--- src/rtl/kbd_cmd_scheduler.sv ---
// kbd_cmd_scheduler: edge-detects six direction keys, arbitrates pending requests into a command FIFO.
// Define KBD_AUTOREPEAT_EN to enable typematic repeat of the highest-priority held key.
module kbd_cmd_scheduler #(
  parameter int DEPTH = 4,
  parameter int REPEAT_DELAY = 25000000,
  parameter int REPEAT_PERIOD = 5000000
) (
  input  logic CLK,
  input  logic RST,
  input  logic forward,
  input  logic backward,
  input  logic left,
  input  logic right,
  input  logic up,
  input  logic down,
  output logic cmd_valid,
  output logic [2:0] cmd_code,
  input  logic cmd_ready,
  output logic [2:0] state,
  output logic [$clog2(DEPTH):0] fifo_count,
  output logic overflow
);
  localparam int AW = $clog2(DEPTH);
  logic [5:0] keys, prev, pend, rise, gnt, taken, rep_set;
  logic [2:0] gcode, code_n;
  logic [2:0] mem [DEPTH];
  logic [AW-1:0] rd_ptr, wr_ptr;
  logic [AW:0] rem, cnt_n;
  logic pop, push;
  assign keys = {down, up, right, left, backward, forward};
  assign rise = keys & ~prev;
  assign pop = cmd_valid && cmd_ready;
  assign taken = push ? gnt : '0;
  always_comb begin
    gnt = '0;
    gcode = '0;
    for (int i = 5; i >= 0; i--) begin
      if (pend[i]) begin
        gnt = 6'(1) << i;
        gcode = 3'(i);
      end
    end
    push = |gnt && (fifo_count != (AW+1)'(DEPTH) || pop);
    rem = fifo_count - (AW+1)'(pop);
    cnt_n = rem + (AW+1)'(push);
    // head after this edge: freshly pushed entry if the queue would otherwise be empty
    code_n = (rem == '0) ? (push ? gcode : cmd_code) : mem[rd_ptr + AW'(pop)];
  end
  always_ff @(posedge CLK) begin
    if (push && !RST) mem[wr_ptr] <= gcode;
  end
  always_ff @(posedge CLK) begin
    if (RST) begin
      prev <= '0;
      pend <= '0;
      rd_ptr <= '0;
      wr_ptr <= '0;
      fifo_count <= '0;
      cmd_valid <= 1'b0;
      cmd_code <= 3'b000;
      state <= 3'b001;
      overflow <= 1'b0;
    end else begin
      prev <= keys;
      pend <= (pend & ~taken) | rise | rep_set;
      overflow <= overflow | |(rise & pend & ~taken);
      if (push) wr_ptr <= wr_ptr + 1'b1;
      if (pop) begin
        rd_ptr <= rd_ptr + 1'b1;
        state <= cmd_code;
      end
      fifo_count <= cnt_n;
      cmd_valid <= cnt_n != '0;
      cmd_code <= code_n;
    end
  end
`ifdef KBD_AUTOREPEAT_EN
  logic [5:0] tgt, tgt_n;
  logic [31:0] rcnt;
  logic rphase, fire;
  always_comb begin
    tgt_n = keys & (~keys + 6'd1);
    fire = tgt_n != '0 && tgt_n == tgt &&
           rcnt == (rphase ? 32'(REPEAT_PERIOD - 1) : 32'(REPEAT_DELAY - 1));
    rep_set = fire ? tgt_n : '0;
  end
  always_ff @(posedge CLK) begin
    if (RST) begin
      tgt <= '0;
      rcnt <= '0;
      rphase <= 1'b0;
    end else begin
      tgt <= tgt_n;
      if (tgt_n == '0 || tgt_n != tgt) begin
        rcnt <= '0;
        rphase <= 1'b0;
      end else if (fire) begin
        rcnt <= '0;
        rphase <= 1'b1;
      end else begin
        rcnt <= rcnt + 32'd1;
      end
    end
  end
`else
  assign rep_set = '0;
`endif
endmodule

--- config.mk ---
export PLATFORM = sky130hd
export DESIGN_NAME = kbd_cmd_scheduler
export DESIGN_NICKNAME = d
export VERILOG_FILES = /design/src/rtl/kbd_cmd_scheduler.sv
export SDC_FILE = /design/constraint.sdc
export NUM_CORES = 1
export LEC_CHECK = 0
export ABC_AREA = 1
export ABC_CLOCK_PERIOD_IN_PS = 4500
export CAP_MARGIN = 20
export CORE_UTILIZATION = 59
export CTS_CLUSTER_SIZE = 16
export DETAILED_ROUTE_END_ITERATION = 7
export PLACE_DENSITY_LB_ADDON = 0.1
export SLEW_MARGIN = 10
export SYNTH_ARGS = -nofsm -noshare
export SYNTH_HDL_FRONTEND = slang
export SYNTH_SLANG_ARGS = --single-unit
--- constraint.sdc ---
create_clock -name CLK -period 4.5 [get_ports CLK]
set_input_delay 0.45 -clock CLK [delete_from_list [all_inputs] [get_ports CLK]]
set_output_delay 0.45 -clock CLK [all_outputs]
set_load 0.03 [all_outputs]
==> results_dict.tcl <==
set metrics [dict create \
    status "finished with violations" \
    end_kind "flip-flop" \
    syn_area_mm2 0.00180 \
    yosysSeqAreaShare_pct 49.9 \
    fin_area_mm2 0.00208 \
    num_rows 19 \
    root_buffer "clkbuf_4" \
    grt_start_max_net_pins 20 \
    synthToLayoutAreaGrowth_pct 15.5 \
    postSynthCellCount 216 \
    tightestPinTransition_ps 691 \
    cts_tree "done" \
    ir_worst_vdd_mv 0.471 \
    dp.final_hpwl_um 2630 \
    timing.final.max_slew_violations 0 \
    power.leakage_nw 0.952 \
    post_cts_resized 0 \
    cp_max_fo 8 \
    postRouteAntennaNets 0 \
    path_clk_slew_ps 110 \
    drc 2 \
    syn_nets 234 \
    p_int_mw 0.729 \
    numCtsBuffers 5 \
    io_buffers 19 \
    die_w_um 57.3 \
    power_density_mw_per_mm2 589 \
    crit_path_start_kind "input port" \
    met3_usage_pct 7.94 \
    grt_pass1_wl_um 5880 \
    antenna_found_initial 0 \
    clk_path_buf_depth 2 \
    wl_per_cell_um 12.8 \
    die_area_mm2 0.00328 \
    min_period_over_period_pct 49.1 \
    whs_ps 506 \
    finalWorstSetupSlack_ps 2290 \
    max_freq_mhz 452 \
    syn_avg_cell_area_um2 8.35 \
    grt.busiest_layer "met2" \
    grt_overflow 0 \
    power_frac_seq_pct 39.7 \
    grt_use_total_pct 24.2 \
    grt.met2_usage_pct 38.2 \
    cp.arrival_ps 2450 \
    critPathRequiredTime_ps 4740 \
    ctsHoldBuffers 0 \
    setup_viol 0 \
    grtUsageMet1_pct 32.0 \
    insertion_delay_ps 340 \
    grt_pass1_vias 1308 \
    slew_headroom_pct 53.8 \
    grt_setup_unrepaired "no" \
    fin_skew_ps 7.99 \
    hold_viol 0 \
    post_cts_buffers 0 \
    synth_seq_cells 39 \
    place_ws_ps 1920 \
    finalWirelength_um 3480 \
    drt_iter0_markers 101 \
    critical_path_class "input port to flip-flop" \
    power_switching_mw 0.498 \
    core_area_mm2 0.00283 \
    clock-sinks 39 \
    num_vias 1433 \
    violations "design-rule violations" \
    die_h_um 57.3 \
    synth_warnings 0 \
    placed_area_mm2 0.00201 \
    power_frac_comb_pct 43.8 \
    period_minus_slack_ps 2210 \
    n_antenna_cell 0 \
    firstDrtPassIters 6 \
    ys_types 26 \
    p_clk_share_pct 16.5 \
    routabilityCongestion 0.827 \
    initial_core_util_pct 63.8 \
    io_pins 20 \
    drv_cap 0 \
    via_per_inst 5.29 \
    fin_tns_setup_ps 0 \
    fin_nets 257 \
    switching_share_pct 40.6 \
    drive_gt1_share_pct 7.92 \
    hold_path.class "flip-flop to flip-flop" \
    h-tree-depth 2 \
]
[cell usage after synthesis]
cell type | n | area, µm²
nor2_1 | 36 | 135
nor3_1 | 2 | 10.0
clkbuf_1 | 2 | 7.51
nand4_1 | 1 | 6.26
nand3_4 | 1 | 17.5
nand3_1 | 9 | 45.0
xor2_1 | 2 | 17.5
nand2_1 | 37 | 139
nand2_4 | 1 | 11.3
o31ai_1 | 1 | 7.51
nor2_2 | 3 | 18.8
dfxtp_1 | 27 | 541
or2_2 | 3 | 18.8
a21oi_1 | 13 | 65.1
nand3_2 | 2 | 20.0
o21a_1 | 1 | 7.51
nand4_4 | 1 | 21.3
buf_6 | 1 | 11.3
ha_1 | 9 | 113
a21boi_0 | 1 | 7.51
o21ai_0 | 11 | 55.1
inv_1 | 36 | 135
edfxtp_1 | 12 | 360
xnor2_1 | 1 | 8.76
nor3_2 | 1 | 10.0
o211ai_1 | 2 | 15.0
[registers in the layout (all words and copies together) (netlist names)]
name	cells
mem	12
pend	6
prev	6
cmd_code	3
fifo_count	3
state	3
rd_ptr	2
wr_ptr	2
cmd_valid	1
overflow	1
[power groups by stage]
stage,combinational (mW),sequential [mW],clock [mW]
2_1_floorplan,0.316,0.552,0
3_3_place_gp,0.508,0.490,0
3_5_place_dp,0.536,0.494,0
4_1_cts,0.539,0.486,0.203
5_1_grt,0.602,0.494,0.221
6_report,0.537,0.487,0.203
[cell families after synthesis]
| group | after synthesis | share of synthesized area (%) |
|---|---|---|
| and+or+nand+nor | 97 | 25.1 |
| DFF | 39 | 49.9 |
| buffers and inverters | 39 | 8.53 |
| adders and majority gates | 9 | 6.24 |
| xor gates and xnor gates | 3 | 1.46 |
| AOI/OAI and AO/OA | 29 | 8.74 |
[per-layer routing]
layer | routed length [µm] | part of all wire [%] | vias up
met5 | 0 | 0 | -
met4 | 46 | 1.3 | 0
li1 | - | - | 730
met2 | 1610 | 46 | 49
met1 | 1590 | 46 | 647
met3 | 235 | 6.7 | 7
[cell type report]
cell class / instances / area [µm²]
clock buffers: 8 / 68.8
well taps: 31 / 38.8
repair buffers: 19 / 190
fillers: 231 / 746
flip-flops and latches: 39 / 901
inverters: 36 / 135
multi-input cells: 138 / 749
[final timing paths]
path | from | end | slack [ps] | depth (start not counted)
worst max-delay path | cmd_ready | cmd_valid$_SDFF_PP0_ | 2290 | 10
worst min-delay path | rd_ptr[0]$_SDFFE_PP0P_ | rd_ptr[0]$_SDFFE_PP0P_ | 510 | 1
worst max register to register | cmd_valid$_SDFF_PP0_ | cmd_valid$_SDFF_PP0_ | 2470 | 9
worst min register to register | rd_ptr[0]$_SDFFE_PP0P_ | rd_ptr[0]$_SDFFE_PP0P_ | 510 | 1
[critical path, stage by stage]
cell and delay, ps:
clkdlybuf4s50_1 400, nand2_1 170, inv_1 170, ha_1 220
ha_1 330, inv_1 60, ha_1 200, xor2_1 180
o31ai_1 210, inv_1 60
[stage by stage]
stage                     utilization [%]  std cells  power, mW
final                                73.6        271       1.23
after global routing                 73.6        271       1.32
after CTS                            73.6        271       1.23
after detailed placement             71.2        263       1.03
after global placement               71.2        263      0.998
after floorplan                         -        216      0.868
[layout by cell type, fill, tap and decap left out]
cell type / instances
a21boi_0: 1
a21oi_1: 13
clkbuf_1: 1
clkbuf_4: 5
clkbuf_8: 2
clkdlybuf4s50_1: 19
dfxtp_1: 27
edfxtp_1: 12
ha_1: 9
inv_1: 36
nand2_1: 37
nand2_4: 1
nand3_1: 9
nand3_2: 2
nand3_4: 1
nand4_1: 1
nand4_4: 1
nor2_1: 36
nor2_2: 3
nor3_1: 2
nor3_2: 1
o211ai_1: 2
o21a_1: 1
o21ai_0: 11
o31ai_1: 1
or2_2: 3
xnor2_1: 1
xor2_1: 2
(Power assumes the default switching activity.)
